`src/rtl/btn_event_pkg.sv`:
```
// btn_event_pkg: shared types and constants for the button event transmitter.
//   rep_state_t   - auto-repeat FSM states
//   FIFO_CNT_W    - width of the FIFO occupancy count
//   CODE_BASE_DEF - default key code for button 0
//   lowest_idx()  - index of the lowest set bit in an 8-bit vector
package btn_event_pkg;

  typedef enum logic [1:0] {
    REP_IDLE   = 2'd0,
    REP_DELAY  = 2'd1,
    REP_REPEAT = 2'd2
  } rep_state_t;

  localparam int         FIFO_CNT_W    = 5;
  localparam logic [7:0] CODE_BASE_DEF = 8'h41;

  // Returns 0 for an all-zero vector; callers gate on the vector being non-zero.
  function automatic logic [2:0] lowest_idx(input logic [7:0] vec);
    lowest_idx = 3'd0;
    for (int i = 7; i >= 0; i--) begin
      if (vec[i]) lowest_idx = 3'(i);
    end
  endfunction

endpackage

```
`src/rtl/btn_event_tx_fifo.sv`:
```
// sync_fifo: single-clock FIFO with occupancy count.
// Ports:
//   CLK, RST_N   - clock, async active-low reset
//   push, din    - write request and data; accepted when not full, or when
//                  a pop happens in the same cycle
//   pop          - read request; ignored while empty
//   dout         - data at the head (valid while !empty)
//   full, empty  - status
//   count        - occupancy, 0..DEPTH
// DEPTH must be a power of 2 so the pointers wrap by natural overflow.
module sync_fifo #(
  parameter int WIDTH = 8,
  parameter int DEPTH = 4,
  parameter int CNT_W = 5
) (
  input  logic             CLK,
  input  logic             RST_N,
  input  logic             push,
  input  logic [WIDTH-1:0] din,
  input  logic             pop,
  output logic [WIDTH-1:0] dout,
  output logic             full,
  output logic             empty,
  output logic [CNT_W-1:0] count
);

  localparam int AW = $clog2(DEPTH);

  logic [WIDTH-1:0] mem [DEPTH];
  logic [AW-1:0]    wr_ptr;
  logic [AW-1:0]    rd_ptr;
  logic             do_push;
  logic             do_pop;

  assign empty   = (count == '0);
  assign full    = (count == CNT_W'(DEPTH));
  assign do_pop  = pop & ~empty;
  // When full, the slot being written is the one being read out this cycle,
  // so a simultaneous pop frees it in time.
  assign do_push = push & (~full | do_pop);
  assign dout    = mem[rd_ptr];

  always_ff @(posedge CLK or negedge RST_N) begin
    if (!RST_N) begin
      wr_ptr <= '0;
      rd_ptr <= '0;
      count  <= '0;
      for (int i = 0; i < DEPTH; i++) mem[i] <= '0;
    end else begin
      if (do_push) begin
        mem[wr_ptr] <= din;
        wr_ptr      <= wr_ptr + AW'(1);
      end
      if (do_pop) rd_ptr <= rd_ptr + AW'(1);
      case ({do_push, do_pop})
        2'b10:   count <= count + CNT_W'(1);
        2'b01:   count <= count - CNT_W'(1);
        default: count <= count;
      endcase
    end
  end

endmodule

```
`src/rtl/btn_event_tx.sv`:
```
// btn_event_tx: turns debounced button presses into key codes, queues them
// and hands them to the UART TX path over a valid/ready handshake.
// Ports:
//   CLK, RST_N         - clock, async active-low reset
//   CE                 - tick enable, drives the auto-repeat timer only
//   BTN_CEO[N_BTN]     - one-cycle press pulses from the filters
//   BTN_LVL[N_BTN]     - filtered button levels
//   TX_DATA, TX_VALID  - key code at the FIFO head / FIFO not empty
//   TX_READY           - UART accepts TX_DATA
//   OVF, OVF_CLR       - sticky dropped-event flag and its clear
//   FIFO_CNT           - FIFO occupancy
// Build option: define BTN_AUTO_REPEAT_EN to add the auto-repeat FSM;
// without it no repeat timer exists and CE/BTN_LVL are ignored.
//
// Auto-repeat FSM:
//   state      | meaning
//   REP_IDLE   | no button tracked
//   REP_DELAY  | tracked button held, waiting REP_DELAY ticks for first repeat
//   REP_REPEAT | tracked button held, repeating every REP_RATE ticks
module btn_event_tx
  import btn_event_pkg::*;
#(
  parameter int          N_BTN      = 4,
  parameter logic [7:0]  CODE_BASE  = CODE_BASE_DEF,
  parameter int          FIFO_DEPTH = 4,
  parameter logic [15:0] REP_DELAY  = 16'd500,
  parameter logic [15:0] REP_RATE   = 16'd100
) (
  input  logic                  CLK,
  input  logic                  RST_N,
  input  logic                  CE,
  input  logic [N_BTN-1:0]      BTN_CEO,
  input  logic [N_BTN-1:0]      BTN_LVL,
  output logic [7:0]            TX_DATA,
  output logic                  TX_VALID,
  input  logic                  TX_READY,
  output logic                  OVF,
  input  logic                  OVF_CLR,
  output logic [FIFO_CNT_W-1:0] FIFO_CNT
);

  logic [N_BTN-1:0] pend;
  logic [N_BTN-1:0] served;
  logic [N_BTN-1:0] rep_pulse_vec;
  logic [2:0]       srv_idx;
  logic             push;
  logic             pop;
  logic             drop;
  logic             fifo_full;
  logic             fifo_empty;
  logic [7:0]       push_code;

  // Priority serializer: lowest pending index goes first, one code per cycle.
  assign srv_idx   = lowest_idx(8'(pend));
  assign push      = |pend;
  assign push_code = CODE_BASE + {5'd0, srv_idx};

  always_comb begin
    served = '0;
    for (int i = 0; i < N_BTN; i++) begin
      if (push && (srv_idx == 3'(i))) served[i] = 1'b1;
    end
  end

  // A served bit is cleared even when its code is dropped on a full FIFO.
  always_ff @(posedge CLK or negedge RST_N) begin
    if (!RST_N) pend <= '0;
    else        pend <= (pend & ~served) | BTN_CEO | rep_pulse_vec;
  end

  assign TX_VALID = ~fifo_empty;
  assign pop      = TX_VALID & TX_READY;
  assign drop     = push & fifo_full & ~pop;

  sync_fifo #(
    .WIDTH(8),
    .DEPTH(FIFO_DEPTH),
    .CNT_W(FIFO_CNT_W)
  ) u_fifo (
    .CLK  (CLK),
    .RST_N(RST_N),
    .push (push),
    .din  (push_code),
    .pop  (pop),
    .dout (TX_DATA),
    .full (fifo_full),
    .empty(fifo_empty),
    .count(FIFO_CNT)
  );

  // Setting wins over a same-cycle clear so a drop is never lost.
  always_ff @(posedge CLK or negedge RST_N) begin
    if (!RST_N)       OVF <= 1'b0;
    else if (drop)    OVF <= 1'b1;
    else if (OVF_CLR) OVF <= 1'b0;
  end

`ifdef BTN_AUTO_REPEAT_EN
  rep_state_t  rep_state;
  rep_state_t  rep_state_nxt;
  logic [15:0] rep_cnt;
  logic [15:0] rep_cnt_nxt;
  logic [2:0]  rep_idx;
  logic [2:0]  rep_idx_nxt;
  logic [2:0]  ceo_idx;
  logic        trk_lvl;
  logic        rep_fire;

  assign ceo_idx = lowest_idx(8'(BTN_CEO));

  always_comb begin
    trk_lvl = 1'b0;
    for (int i = 0; i < N_BTN; i++) begin
      if (rep_idx == 3'(i)) trk_lvl = BTN_LVL[i];
    end
  end

  always_ff @(posedge CLK or negedge RST_N) begin
    if (!RST_N) begin
      rep_state <= REP_IDLE;
      rep_cnt   <= '0;
      rep_idx   <= '0;
    end else begin
      rep_state <= rep_state_nxt;
      rep_cnt   <= rep_cnt_nxt;
      rep_idx   <= rep_idx_nxt;
    end
  end

  // A fresh press outranks release and counting; the terminal compare uses
  // <= 1 so a zero delay/rate still fires on the next tick instead of wrapping.
  always_comb begin
    rep_state_nxt = rep_state;
    rep_cnt_nxt   = rep_cnt;
    rep_idx_nxt   = rep_idx;
    rep_fire      = 1'b0;
    if (|BTN_CEO) begin
      rep_state_nxt = REP_DELAY;
      rep_cnt_nxt   = REP_DELAY;
      rep_idx_nxt   = ceo_idx;
    end else begin
      case (rep_state)
        REP_IDLE: rep_state_nxt = REP_IDLE;
        REP_DELAY, REP_REPEAT: begin
          if (!trk_lvl) begin
            rep_state_nxt = REP_IDLE;
          end else if (CE) begin
            if (rep_cnt <= 16'd1) begin
              rep_fire      = 1'b1;
              rep_state_nxt = REP_REPEAT;
              rep_cnt_nxt   = REP_RATE;
            end else begin
              rep_cnt_nxt = rep_cnt - 16'd1;
            end
          end
        end
        default: rep_state_nxt = REP_IDLE;
      endcase
    end
  end

  always_comb begin
    rep_pulse_vec = '0;
    for (int i = 0; i < N_BTN; i++) begin
      if (rep_fire && (rep_idx == 3'(i))) rep_pulse_vec[i] = 1'b1;
    end
  end
`else
  logic unused_rep;
  assign unused_rep    = ^{CE, BTN_LVL, REP_DELAY, REP_RATE};
  assign rep_pulse_vec = '0;
`endif

endmodule

```
`config.mk`:
```
export PLATFORM = sky130hd
export DESIGN_NAME = btn_event_tx
export DESIGN_NICKNAME = d
export VERILOG_FILES = /design/src/rtl/btn_event_pkg.sv /design/src/rtl/btn_event_tx_fifo.sv /design/src/rtl/btn_event_tx.sv
export SDC_FILE = /design/constraint.sdc
export NUM_CORES = 1
export LEC_CHECK = 0
export BUFFER_PORTS_ARGS = -buffer_cell sky130_fd_sc_hd__buf_4
export CAP_MARGIN = 20
export CORE_AREA = 10 10 85 87
export DETAILED_ROUTE_END_ITERATION = 8
export DIE_AREA = 0 0 95 97
export GPL_TIMING_DRIVEN = 0
export PLACE_DENSITY = 0.72
export REMOVE_ABC_BUFFERS = 1
export SYNTH_ARGS = -nofsm -noshare
export SYNTH_HDL_FRONTEND = slang
export SYNTH_HIERARCHICAL = 1
export SYNTH_SLANG_ARGS = --single-unit
```
`constraint.sdc`:
```
create_clock -name CLK -period 4.4 [get_ports CLK]
set_input_delay 0.88 -clock CLK [delete_from_list [all_inputs] [get_ports CLK]]
set_output_delay 0.88 -clock CLK [all_outputs]
set_load 0.01 [all_outputs]
```
Word-level counts from Yosys, hierarchy flattened
Cells that the tools add are included.
- register bits after elaboration: 46
- bits of input ports: 13
- output and inout bits: 15
- word-level logic and storage cells: 64
- add/sub/neg operators: 5
- order comparisons: 3
- equal/unequal tests: 6
- mux-type cells: 17
- bitwise logic cells: 14
- reduce and logical (&&, ||, !) cells: 10
- operators with widths (cell ; number):
    bitwise mux 32 bit ; 1
    2-to-1 mux 8 bit ; 3
    binary-select mux 8 bit (select 2 bit) ; 1
    demux 8 bit (select 2 bit) ; 1
    case mux 5 bit (2 select lines) ; 1
    adder 7 x 3 -> 8 bit, first input constant ; 1
    2-to-1 mux 2 bit ; 4
    == test 3 x 2 -> 1 bit, second input constant ; 2
    greater-or-equal comparator 3 bit, second input constant ; 2
    2-to-1 mux 1 bit ; 6
    inverter 2 -> 3 bit ; 2
    adder 5 x 1 -> 5 bit, second input constant ; 1
    AND 1 bit ; 5
    == test 5 x 3 -> 1 bit, second input constant ; 1
    logical AND 1 bit ; 5
    logical NOT 5 bit ; 1
    subtractor 5 x 1 -> 5 bit, second input constant ; 1
    adder 2 x 1 -> 2 bit, second input constant ; 2
    AND 4 bit ; 1
    inverter 4 bit ; 1
    OR 4 bit ; 1
    nonzero test 2 bit ; 2
    OR reduction 4 bit ; 1
    == test 3 x 1 -> 1 bit, second input constant ; 1
    6 further kinds ; 8

Logic depth before layout (Yosys ltp)
Gate-level depths: netlist (run 1).
- word-level depth: 10
- gate-level depth with buffers: 11
- depth with buffers taken out: 11

Hierarchy
The synthesis (run 1) kept the hierarchy.
- modules (own cells, without submodules) (module ; instances ; cells each ; area an instance (sq um) ; seq. area each (sq um)):
    sync_fifo ; 1 ; 144 ; 2084.5 ; 1026.0
    btn_event_tx ; 1 ; 30 ; 297.8 ; 125.1

Worst setup path after synthesis (run 1)
OpenSTA, ideal clock, no wires.
- path kind: flip-flop to flip-flop
- from: register u_fifo.count[4]
- to: register u_fifo.count[4]
- setup time: 0.134 ns
- arrival: 3.161 ns
- required time: 4.266 ns
- slack: 1.105 ns
- stages on the path, launching flop included: 11
- buffers on the path: 0
- period minus slack after synthesis: 3.295 ns
- path through: dfrtp_1 -> or4_4 -> nor2_1 -> nand2b_1 -> inv_1 -> o31ai_4 -> ha_1 -> ha_1 -> or4b_2 -> o311ai_0 -> o211ai_1
- cells in the longest elaborated chain, start to end: 8
- elaborated cells between the ends (all ways): 14
- classes of those cells: add/sub (2); eq/ne (3); mux (1); bitwise (6); reduce/logical (2)
- RTL lines (element ; RTL line ; RTL):
    start: declaration ; btn_event_tx_fifo.sv:24 ; output logic [CNT_W-1:0] count
    start signal: assignment ; btn_event_tx_fifo.sv:56 ; 2'b10: count <= count + CNT_W'(1);
    start signal: assignment ; btn_event_tx_fifo.sv:57 ; 2'b01: count <= count - CNT_W'(1);
    start signal: assignment ; btn_event_tx_fifo.sv:58 ; default: count <= count;
    logical NOT 5 bit * ; btn_event_tx_fifo.sv:35 ; assign empty = (count == '0);
    via fifo_empty ; btn_event_tx.sv:50 ; logic fifo_empty;
    inverter 1 bit * ; btn_event_tx.sv:71 ; assign TX_VALID = ~fifo_empty;
    AND 1 bit * ; btn_event_tx.sv:72 ; assign pop = TX_VALID & TX_READY;
    via pop ; btn_event_tx.sv:47 ; logic pop;
    AND 1 bit * ; btn_event_tx_fifo.sv:37 ; assign do_pop = pop & ~empty;
    OR 1 bit ; btn_event_tx_fifo.sv:40 ; assign do_push = push & (~full | do_pop);
    AND 1 bit ; btn_event_tx_fifo.sv:40 ;
    == test 2 x 1 -> 1 bit or == test 2 bit (tied branches) ; btn_event_tx_fifo.sv:55 ; case ({do_push, do_pop})
    case mux 5 bit (2 select lines) or nonzero test 2 bit (tied branches) ; -- ;
The timed path passes the listed nets; every way through them passes the cells marked *.
A chain may end at the register's enable or synchronous reset.

Final worst setup path (run 1)
Ends and elaborated chain as after synthesis.

==> results of run 1 <==
logic make-up (layout without fill, tap and decap cells):
kind of cell | after synthesis | in the layout
flops | 46 | 46
mux | 43 | 43
compound gates | 25 | 25
simple gates | 23 | 23
buf+inv | 18 | 44
fa+ha+maj | 12 | 12
xor+xnor | 5 | 5
other cells | 2 | 20
area by class of cell:
class / instances / area [um2] / share of cell area, %
well taps: 72 / 90.09 / 3.224
clock inverters: 3 / 40.04 / 1.433
clock buffers: 5 / 68.82 / 2.463
flip-flops and latches: 46 / 1151 / 41.20
multi-input cells: 128 / 1226 / 43.89
inverters: 14 / 52.55 / 1.881
repair buffers: 22 / 165.2 / 5.911
synth_stat cells, types with 2 or more instances:
cell type	n	area (um2)
o21ai_0	4	20.02
nor3b_1	5	37.54
buf_1	2	7.510
a21oi_1	4	20.02
conb_1	2	7.510
o211ai_1	2	15.01
inv_1	14	52.55
mux2_2	34	382.9
mux4_2	8	180.2
a31oi_2	4	50.05
dfrtp_1	46	1151
nand3_1	3	15.01
a21o_1	3	22.52
nand2_1	5	18.77
nor2_1	3	11.26
or4_4	2	22.52
ha_1	11	137.6
xnor2_1	5	43.79
layer usage:
| metal | global-route usage (%) | wire [um] | vias to the layer above |
|---|---|---|---|
| met1 | 12.01 | 1872 | 726 |
| met3 | 2.776 | 183 | 5 |
| met2 | 15.81 | 2052 | 22 |
| met5 | 0 | 0 | - |
| li1 | - | - | 698 |
| met4 | 3.432 | 59 | 0 |
through the flow:
step	power (mW)	utilization, %	area (um2)	instances
floorplan	1.385	-	2430	188
detailed placement	1.693	49.06	2685	282
global route	2.130	51.05	2794	290
CTS	2.008	51.05	2794	290
finish	1.966	51.05	2794	290
global placement	1.664	49.06	2685	282
worst max-delay path by stage:
stage                     from         endpoint  slack (ns)  cells after the start
5_1_grt        u_fifo/count[0]  u_fifo/count[4]        0.69                     10
2_1_floorplan  u_fifo/count[4]  u_fifo/count[4]        1.10                     10
4_1_cts        u_fifo/count[0]  u_fifo/count[4]        0.85                     10
3_5_place_dp   u_fifo/count[0]  u_fifo/count[4]        0.87                     10
6_report       u_fifo/count[4]  u_fifo/count[4]        0.87                     10
3_3_place_gp   u_fifo/count[4]  u_fifo/count[4]        0.86                     10
state kept, by name (all words and copies together) (netlist names):
signal         cells
u_fifo/mem        32
u_fifo/count       5
pend               4
u_fifo/rd_ptr      2
u_fifo/wr_ptr      2
OVF                1
where the power goes:
part	total, mW	internal (mW)	switching, mW	leakage (nW)
clock	0.308	0.167	0.141	0.0579
sequential	0.786	0.606	0.179	0.542
combinational	0.872	0.521	0.351	0.635
==> run_results.csv, run 1 <==
group,metric,value,unit
cts,clk_latency,0.29,ns
sta,tightest_slew,0.6098,ns
final_layout,final_common_cell,"dfrtp_1",
floorplan,io_pins,28,
synthesis,synth.avg_cell_area,13.69,um2
setup_path,crit_slowest_cell,"or4b_2",
worst_hold_path,hold_path_end,"u_fifo/mem[13]",
run_status,status,"completed",
floorplan,die_h,97,um
cts,cts_tree,"done",
grt,grt_max_degree,47,
synthesis,synth-seq-cells,46,
synthesis,ys_warn_count,6,
placement,io_buffers,22,
sta,fin_crit_sh,80.14,%
cts,cts_buffers,5,
route,drt_iter0_markers,44,
synthesis,synth-adder-area-share,6.618,%
route,ant_nets,0,
worst_hold_path,hp-class,"flop to flop",
grt,grt_pass1_wl,7.403,mm
synthesis,synthSimpleGateAreaFrac,6.670,%
synthesis,synthArstFlopShare,100.0,%
synthesis,yosysSeqAreaShare,48.32,%
route,via_count,1451,
synthesis,synth_top_family_by_area,"multiplexers",
grt,grt_overflow,0,
final_layout,drive_gt1_share,38.99,%
job,maxCapViolCount,0,
sta,tns,0,ns
cts,clockBufferDepth,2,
setup_path,path_class,"flop to flop",
synthesis,synth_flop_cell,"dfrtp_1",
sta,setup_viol,0,
sta,rsz0062_at_grt,"no",
sta,finClkSkew,0.005497,ns
setup_path,timing.critical_path.mode_cell,"ha_1",
floorplan,start_util,43.53,%
setup_path,cp_num_buf_inv,1,
setup_path,end_kind,"flop",
sta,hold_violations,0,
route,drc,0,
floorplan,std_cell_rows,27,
final_layout,final_cell_mix,"46 x dfrtp_1, 34 x mux2_2, 22 x buf_4, 20 x conb_1, 14 x inv_1",
setup_path,required,4.58,ns
sta,relSlewSlack,59.22,%
grt,antenna_found_initial,0,
setup_path,worstPathCellList,"or4_4, nor2_1, nand2b_1, inv_1, o31ai_4, ha_1, ha_1, or4b_2, o311ai_0, o211ai_1",
floorplan,die_x,95,um
synthesis,syn_inst,174,
final_layout,area_growth,17.28,%
cts,cts_hold_buf,0,
synthesis,synthMuxAreaShare,24.26,%
floorplan,die_area,0.009215,mm2
setup_path,cp_data_arrival_time,3.70,ns
placement,routabilityCongestion,0.7353,
placement,place_worst_setup_slack,0.8684,ns
setup_path,critPathMaxFanout,10,
sta,hold_ws,0.5071,ns
sta,max_freq,283.6,MHz
synthesis,netlist_area,0.002382,mm2
cts,htree_levels,2,
route,vias_per_cell,5.003,
worst_hold_path,worstHoldPathCells,1,
power_and_ir_drop,p_per_area,703.7,mW/mm2
floorplan,core_area,0.005473,mm2
cts,clock-sinks,46,
worst_hold_path,hold_start,"u_fifo/mem[13]",
cts,ctsRootBufferMaster,"clkbuf_8",
setup_path,worstReg2RegStart,"u_fifo/count[4]",
setup_path,slowest_delay,0.64,ns
synthesis,synth_xor_area_share,1.838,%
setup_path,critPathTopFamily,"simple AND/OR/NAND/NOR gates",
final_layout,finalNetCount,242,
placement,place_hpwl,2.930,mm
grt,grt_pass1_vias,1579,
power_and_ir_drop,ir_drop,0.0003243,V
setup_path,ff2ff_path_depth,10,
cts,postCtsResizedCells,0,
synthesis,ys_types,35,
cts,path_clk_slew,0.09,ns
route,first_pass_iters,4,
synthesis,synth-edff-count,0,
final_layout,num-fill-cells,507,
grt,grtUsageTotal,9.776,%
route,wl_per_cell,14.37,um
setup_path,start_kind,"flop",
sta,final_max_slew_viol_count,0,
cts,cts_setup_buffers,0,
sta,finalCriticalPeriod,3.526,ns
sta,fin_ws,0.8738,ns
final_layout,diodes,0,
setup_path,rr_endpoint,"u_fifo/count[4]",
setup_path,reg2reg_setup_slack,0.87,ns
power_and_ir_drop,power_leakage,1.235,nW
route,routed_wl,4.168,mm
synthesis,synth_compound_area_share,8.929,%
No activity file was read; power rests on OpenSTA's default activity.
==> run 2, diff against run 1 <==
==> constraint.sdc (replaced) <==
create_clock -name CLK -period 3.55 [get_ports CLK]
set_input_delay 0.71 -clock CLK [delete_from_list [all_inputs] [get_ports CLK]]
set_output_delay 0.71 -clock CLK [all_outputs]
set_load 0.01 [all_outputs]
==> run 2 against run 1 <==
Net effect:
- fmax increased by 5.5%
- via count decreased by 0.34%
- setup slack got worse by 0.67 ns
- critical path depth unchanged
- clock power increased by 24%
- first-iteration DRC count increased by 20%
==> run_results.csv, run 2 (synthesis gave the netlist of run 1 again) <==
group,metric,value,unit
route,vias_per_cell,4.986,
route,ant_nets,0,
final_layout,diodes,0,
sta,finalCriticalPeriod,3.342,ns
route,drc,0,
final_layout,top_register,"u_fifo/mem",
cts,cts_hold_buf,0,
sta,fin_ws,0.2081,ns
setup_path,end_kind,"flop",
final_layout,num-fill-cells,505,
final_layout,drive_gt1_share,39.45,%
setup_path,required,3.73,ns
grt,grtUsageTotal,9.776,%
cts,clk_latency,0.29,ns
grt,grtUsageMet1,12.01,%
grt,grt-busiest-layer,"met2",
grt,grt_pass1_wl,7.403,mm
sta,tightest_slew,0.6071,ns
cts,htree_levels,2,
cts,cts_setup_buffers,0,
route,via_count,1446,
power_and_ir_drop,combPwrFrac,44.6,%
sta,relSlewSlack,59.40,%
power_and_ir_drop,clockPowerShare,15.6,%
sta,hold_violations,0,
floorplan,core_area,0.005473,mm2
cts,cts_tree,"done",
grt,grtUsageMet3,2.776,%
power_and_ir_drop,switching_share,34.02,%
sta,finClkSkew,0.005504,ns
power_and_ir_drop,p_per_area,872.0,mW/mm2
sta,final_max_slew_viol_count,0,
floorplan,io_pins,28,
floorplan,die_h,97,um
placement,place_worst_setup_slack,0.01837,ns
job,maxCapViolCount,0,
power_and_ir_drop,p_int,1.615,mW
placement,routabilityCongestion,0.7353,
final_layout,final_cell_mix,"46 x dfrtp_1, 34 x mux2_2, 22 x buf_4, 20 x conb_1, 14 x inv_1",
final_layout,final_common_cell,"dfrtp_1",
placement,io_buffers,22,
worst_hold_path,hp-class,"input pin to asynchronous set/reset pin",
cts,clock-sinks,46,
sta,tns,0,ns
final_layout,largest_reg_flops,32,
cts,ctsRootBufferMaster,"clkbuf_8",
floorplan,std_cell_rows,27,
cts,postCtsResizedCells,0,
grt,antenna_found_initial,0,
grt,grt_pass1_vias,1579,
setup_path,cp_data_arrival_time,3.52,ns
run_status,status,"completed",
grt,grt_overflow,0,
final_layout,area_growth,17.80,%
setup_path,start_kind,"flop",
route,drt_iter0_markers,53,
sta,hold_ws,0.4027,ns
floorplan,die_area,0.009215,mm2
sta,setup_viol,0,
setup_path,path_class,"flop to flop",
floorplan,die_x,95,um
cts,clockBufferDepth,2,
final_layout,design_area,0.002806,mm2
power_and_ir_drop,power,2.447,mW
sta,rsz0062_at_grt,"no",
setup_path,critPathMaxFanout,10,
floorplan,start_util,43.53,%
grt,grt_use_met2,15.81,%
sta,fin_crit_sh,94.14,%
placement,place_hpwl,2.930,mm
power_and_ir_drop,seq_power_share,39.8,%
final_layout,finalNetCount,242,
power_and_ir_drop,power.switching,0.8326,mW
power_and_ir_drop,power_leakage,1.233,nW
power_and_ir_drop,ir_drop,0.0004020,V
route,first_pass_iters,4,
route,routed_wl,4.164,mm
sta,max_freq,299.2,MHz
placement,dpl_cell_area,0.002685,mm2
final_layout,reg.largest.list,"u_fifo/mem: 32 flops, u_fifo/count: 5 flops, pend: 4 flops",
cts,cts_buffers,5,
route,wl_per_cell,14.36,um
cts,path_clk_slew,0.08,ns
grt,grt_max_degree,47,
-- run 2: cell type report --
type / instances / area (um2) / share of cell area, %
repair buffers: 22 / 165.2 / 5.885
clock buffers: 5 / 68.82 / 2.452
clock inverters: 3 / 40.04 / 1.427
well taps: 72 / 90.09 / 3.210
flip-flops and latches: 46 / 1151 / 41.02
inverters: 14 / 52.55 / 1.872
multi-input cells: 128 / 1239 / 44.14
-- run 2: per-layer routing --
metal  vias to the layer above  part of all wire (%)
met4                         0                   1.4
li1                        696                     -
met5                         -                     0
met3                         5                   4.4
met2                        22                    50
met1                       723                    44
-- run 2: worst max-delay path, cell delays in order, from the launching register on --
cell and delay [ns]:
dfrtp_1 0.47, or4_4 0.61, nor2_1 0.14, nand2b_1 0.14
inv_1 0.09, o31ai_4 0.35, ha_4 0.25, ha_1 0.30
or4b_2 0.64, o311ai_0 0.11, o211ai_1 0.12
-- run 2: through the flow --
stage | std cells | util [%]
after global routing | 290 | 51.28
after CTS | 290 | 51.05
after global placement | 282 | 49.06
after floorplan | 188 | -
after detailed placement | 282 | 49.06
final | 290 | 51.28
-- run 2: final timing paths --
path                            startpoint         endpoint  slack, ns  depth (start not counted)
max in group asynchronous            RST_N   u_fifo/mem[11]       2.76                          1
min in group CLK            u_fifo/mem[13]   u_fifo/mem[13]       0.51                          1
setup reg to reg           u_fifo/count[4]  u_fifo/count[4]       0.21                         10
hold reg to reg             u_fifo/mem[13]   u_fifo/mem[13]       0.51                          1
hold / removal                       RST_N          pend[2]       0.40                          1
setup / recovery           u_fifo/count[4]  u_fifo/count[4]       0.21                         10
-- run 2: power by group through the flow --
| stage | clock [mW] | combinational (mW) | sequential [mW] |
|---|---|---|---|
| floorplan | 0 | 0.778 | 0.938 |
| global placement | 0 | 1.08 | 0.979 |
| detailed placement | 0 | 1.11 | 0.991 |
| CTS | 0.397 | 1.11 | 0.981 |
| global route | 0.410 | 1.22 | 1.02 |
| finish | 0.382 | 1.09 | 0.974 |
==> run 3, diff against run 2 <==
--- a/config.mk
+++ b/config.mk
@@ -12,7 +12,6 @@
 export DIE_AREA = 0 0 95 97
 export GPL_TIMING_DRIVEN = 0
 export PLACE_DENSITY = 0.72
-export REMOVE_ABC_BUFFERS = 1
 export SYNTH_ARGS = -nofsm -noshare
 export SYNTH_HDL_FRONTEND = slang
 export SYNTH_HIERARCHICAL = 1
==> run 3 against run 2 <==
Net effect:
- routed wire length is 3.0% higher
- register-to-register slack about the same
- design area about the same
- non-clock buffer count increased by 4
- clock power decreased by 19%
- largest cell class unchanged
- sequential share of layout area is essentially flat
- flip-flop and latch count unchanged
- count of clock-buffer cells in the layout rose by 1
- fmax is 0.13% lower
- via count increased by 1.3%
==> run_results.csv, run 3 (synthesis gave the netlist of run 1 again) <==
group,metric,value,unit
final_layout,final_common_cell,"dfrtp_1",
grt,grtUsageTotal,9.881,%
floorplan,die_area,0.009215,mm2
cts,cts_buffers,5,
final_layout,finalNetCount,246,
power_and_ir_drop,switching_share,35.15,%
placement,place_hpwl,3.066,mm
setup_path,start_kind,"flop",
final_layout,largest_reg_flops,32,
cts,cts_hold_buf,0,
placement,dpl_cell_area,0.002705,mm2
power_and_ir_drop,clockPowerShare,12.8,%
route,via_count,1465,
placement,routabilityCongestion,0.7297,
route,drc,0,
placement,io_buffers,22,
final_layout,top_register,"u_fifo/mem",
final_layout,num-fill-cells,505,
sta,hold_violations,0,
floorplan,std_cell_rows,27,
floorplan,io_pins,28,
final_layout,area_growth,17.70,%
setup_path,cp_data_arrival_time,3.51,ns
power_and_ir_drop,power.switching,0.8457,mW
floorplan,die_x,95,um
final_layout,reg.largest.list,"u_fifo/mem: 32 flops, u_fifo/count: 5 flops, pend: 4 flops",
cts,cts_tree,"done",
route,vias_per_cell,4.983,
grt,antenna_found_initial,0,
cts,cts_setup_buffers,0,
power_and_ir_drop,seq_power_share,37.7,%
final_layout,design_area,0.002804,mm2
power_and_ir_drop,ir_drop,0.0003937,V
grt,grt_overflow,0,
cts,clk_latency,0.29,ns
final_layout,stdcell_count,294,
grt,grt_pass1_wl,7.424,mm
setup_path,critPathCapture,"u_fifo/count[4]",
setup_path,worstReg2RegStart,"u_fifo/count[4]",
setup_path,path_class,"flop to flop",
placement,post-place-cells,286,
cts,htree_levels,2,
route,routed_wl,4.290,mm
grt,grt_pass1_vias,1620,
sta,max_freq,298.8,MHz
setup_path,cp-startpoint,"u_fifo/count[4]",
cts,ctsRootBufferMaster,"clkbuf_8",
sta,finClkSkew,0.005429,ns
cts,path_clk_slew,0.08,ns
cts,clock-sinks,46,
setup_path,required,3.72,ns
setup_path,critPathMaxFanout,10,
run_status,status,"completed",
setup_path,end_kind,"flop",
sta,finalCriticalPeriod,3.346,ns
final_layout,final_cell_mix,"46 x dfrtp_1, 34 x mux2_2, 23 x buf_4, 20 x conb_1, 14 x inv_1",
floorplan,core_area,0.005473,mm2
sta,tightest_slew,0.6391,ns
job,maxCapViolCount,0,
power_and_ir_drop,p_int,1.560,mW
final_layout,diodes,0,
route,wl_per_cell,14.59,um
sta,rsz0062_at_grt,"no",
floorplan,die_h,97,um
power_and_ir_drop,power_leakage,1.232,nW
sta,final_max_slew_viol_count,0,
setup_path,ff2ff_path_depth,10,
sta,fin_ws,0.2037,ns
sta,fin_crit_sh,94.26,%
route,drt_iter0_markers,66,
power_and_ir_drop,p_per_area,858.1,mW/mm2
setup_path,reg2reg_setup_slack,0.20,ns
cts,clockBufferDepth,2,
sta,hold_ws,0.4083,ns
grt,grt_max_degree,47,
final_layout,drive_gt1_share,39.19,%
placement,place_worst_setup_slack,-0.02718,ns
final_layout,multi_input_area,0.001239,mm2
final_layout,seq_area,0.001151,mm2
setup_path,rr_endpoint,"u_fifo/count[4]",
route,ant_nets,0,
worst_hold_path,hp-class,"input pin to asynchronous set/reset pin",
sta,relSlewSlack,57.26,%
sta,setup_viol,0,
power_and_ir_drop,combPwrFrac,49.5,%
route,first_pass_iters,4,
floorplan,start_util,43.53,%
-- run 3: cell types whose count changed in the layout (fill, tap and decap cells not counted) --
cell       delta
bufinv_16     -1
clkinv_4      +1
buf_2         +1
buf_4         +1
clkinv_2      -1
buf_1         +2
clkbuf_1      +1
-- run 3: layout make-up --
class	count	share of cell area, %
well taps	72	3.213
repair buffers	22	5.890
multi-input cells	128	44.18
inverters	14	1.874
clock buffers	6	2.588
plain buffers	4	0.7140
flip-flops and latches	46	41.05
clock inverters	2	0.4909
-- run 3: power by group through the flow --
stage / sequential, mW / combinational (mW) / clock [mW]
after global routing: 0.943 / 1.32 / 0.338
after floorplan: 0.890 / 0.844 / 0
final: 0.908 / 1.19 / 0.308
after detailed placement: 0.923 / 1.21 / 0
after CTS: 0.912 / 1.21 / 0.324
after global placement: 0.910 / 1.17 / 0
-- run 3: worst min-delay path by stage --
stage	startpoint	to
2_1_floorplan	RST_N	OVF
3_3_place_gp	OVF	OVF
3_5_place_dp	u_fifo/mem[9]	u_fifo/mem[9]
4_1_cts	RST_N	pend[3]
5_1_grt	RST_N	u_fifo/mem[2]
6_report	RST_N	pend[3]
-- run 3: per-layer routing --
layer	vias to the layer above	track usage (%)	wire length [um]	part of all wire, %
met5	-	0	0	0
met4	0	2.746	40	0.93
met3	6	2.390	120	2.8
met2	17	18.07	2214	52
met1	735	10.83	1915	45
li1	707	-	-	-
-- run 3: repair_timing --
item	CTS	global route
endpoints found under the setup margin	1	1
pin swaps	0	1
gates resized for setup	1	1
-- run 3: per-stage QoR --
stage	TNS, ns	utilization [%]	power (mW)
2_1_floorplan	0	-	1.734
3_3_place_gp	0	49.43	2.084
3_5_place_dp	-0.02718	49.43	2.132
4_1_cts	0	51.05	2.448
5_1_grt	0	51.23	2.604
6_report	0	51.23	2.406
-- run 3: critical path, cell delays in order, from the launching register on --
cell and delay, ns:
dfrtp_1 0.47, or4_4 0.61, nor2_1 0.14, nand2b_1 0.14, inv_1 0.10, o31ai_4 0.30
ha_4 0.25, ha_1 0.31, or4b_2 0.65, o311ai_0 0.12, o211ai_1 0.13
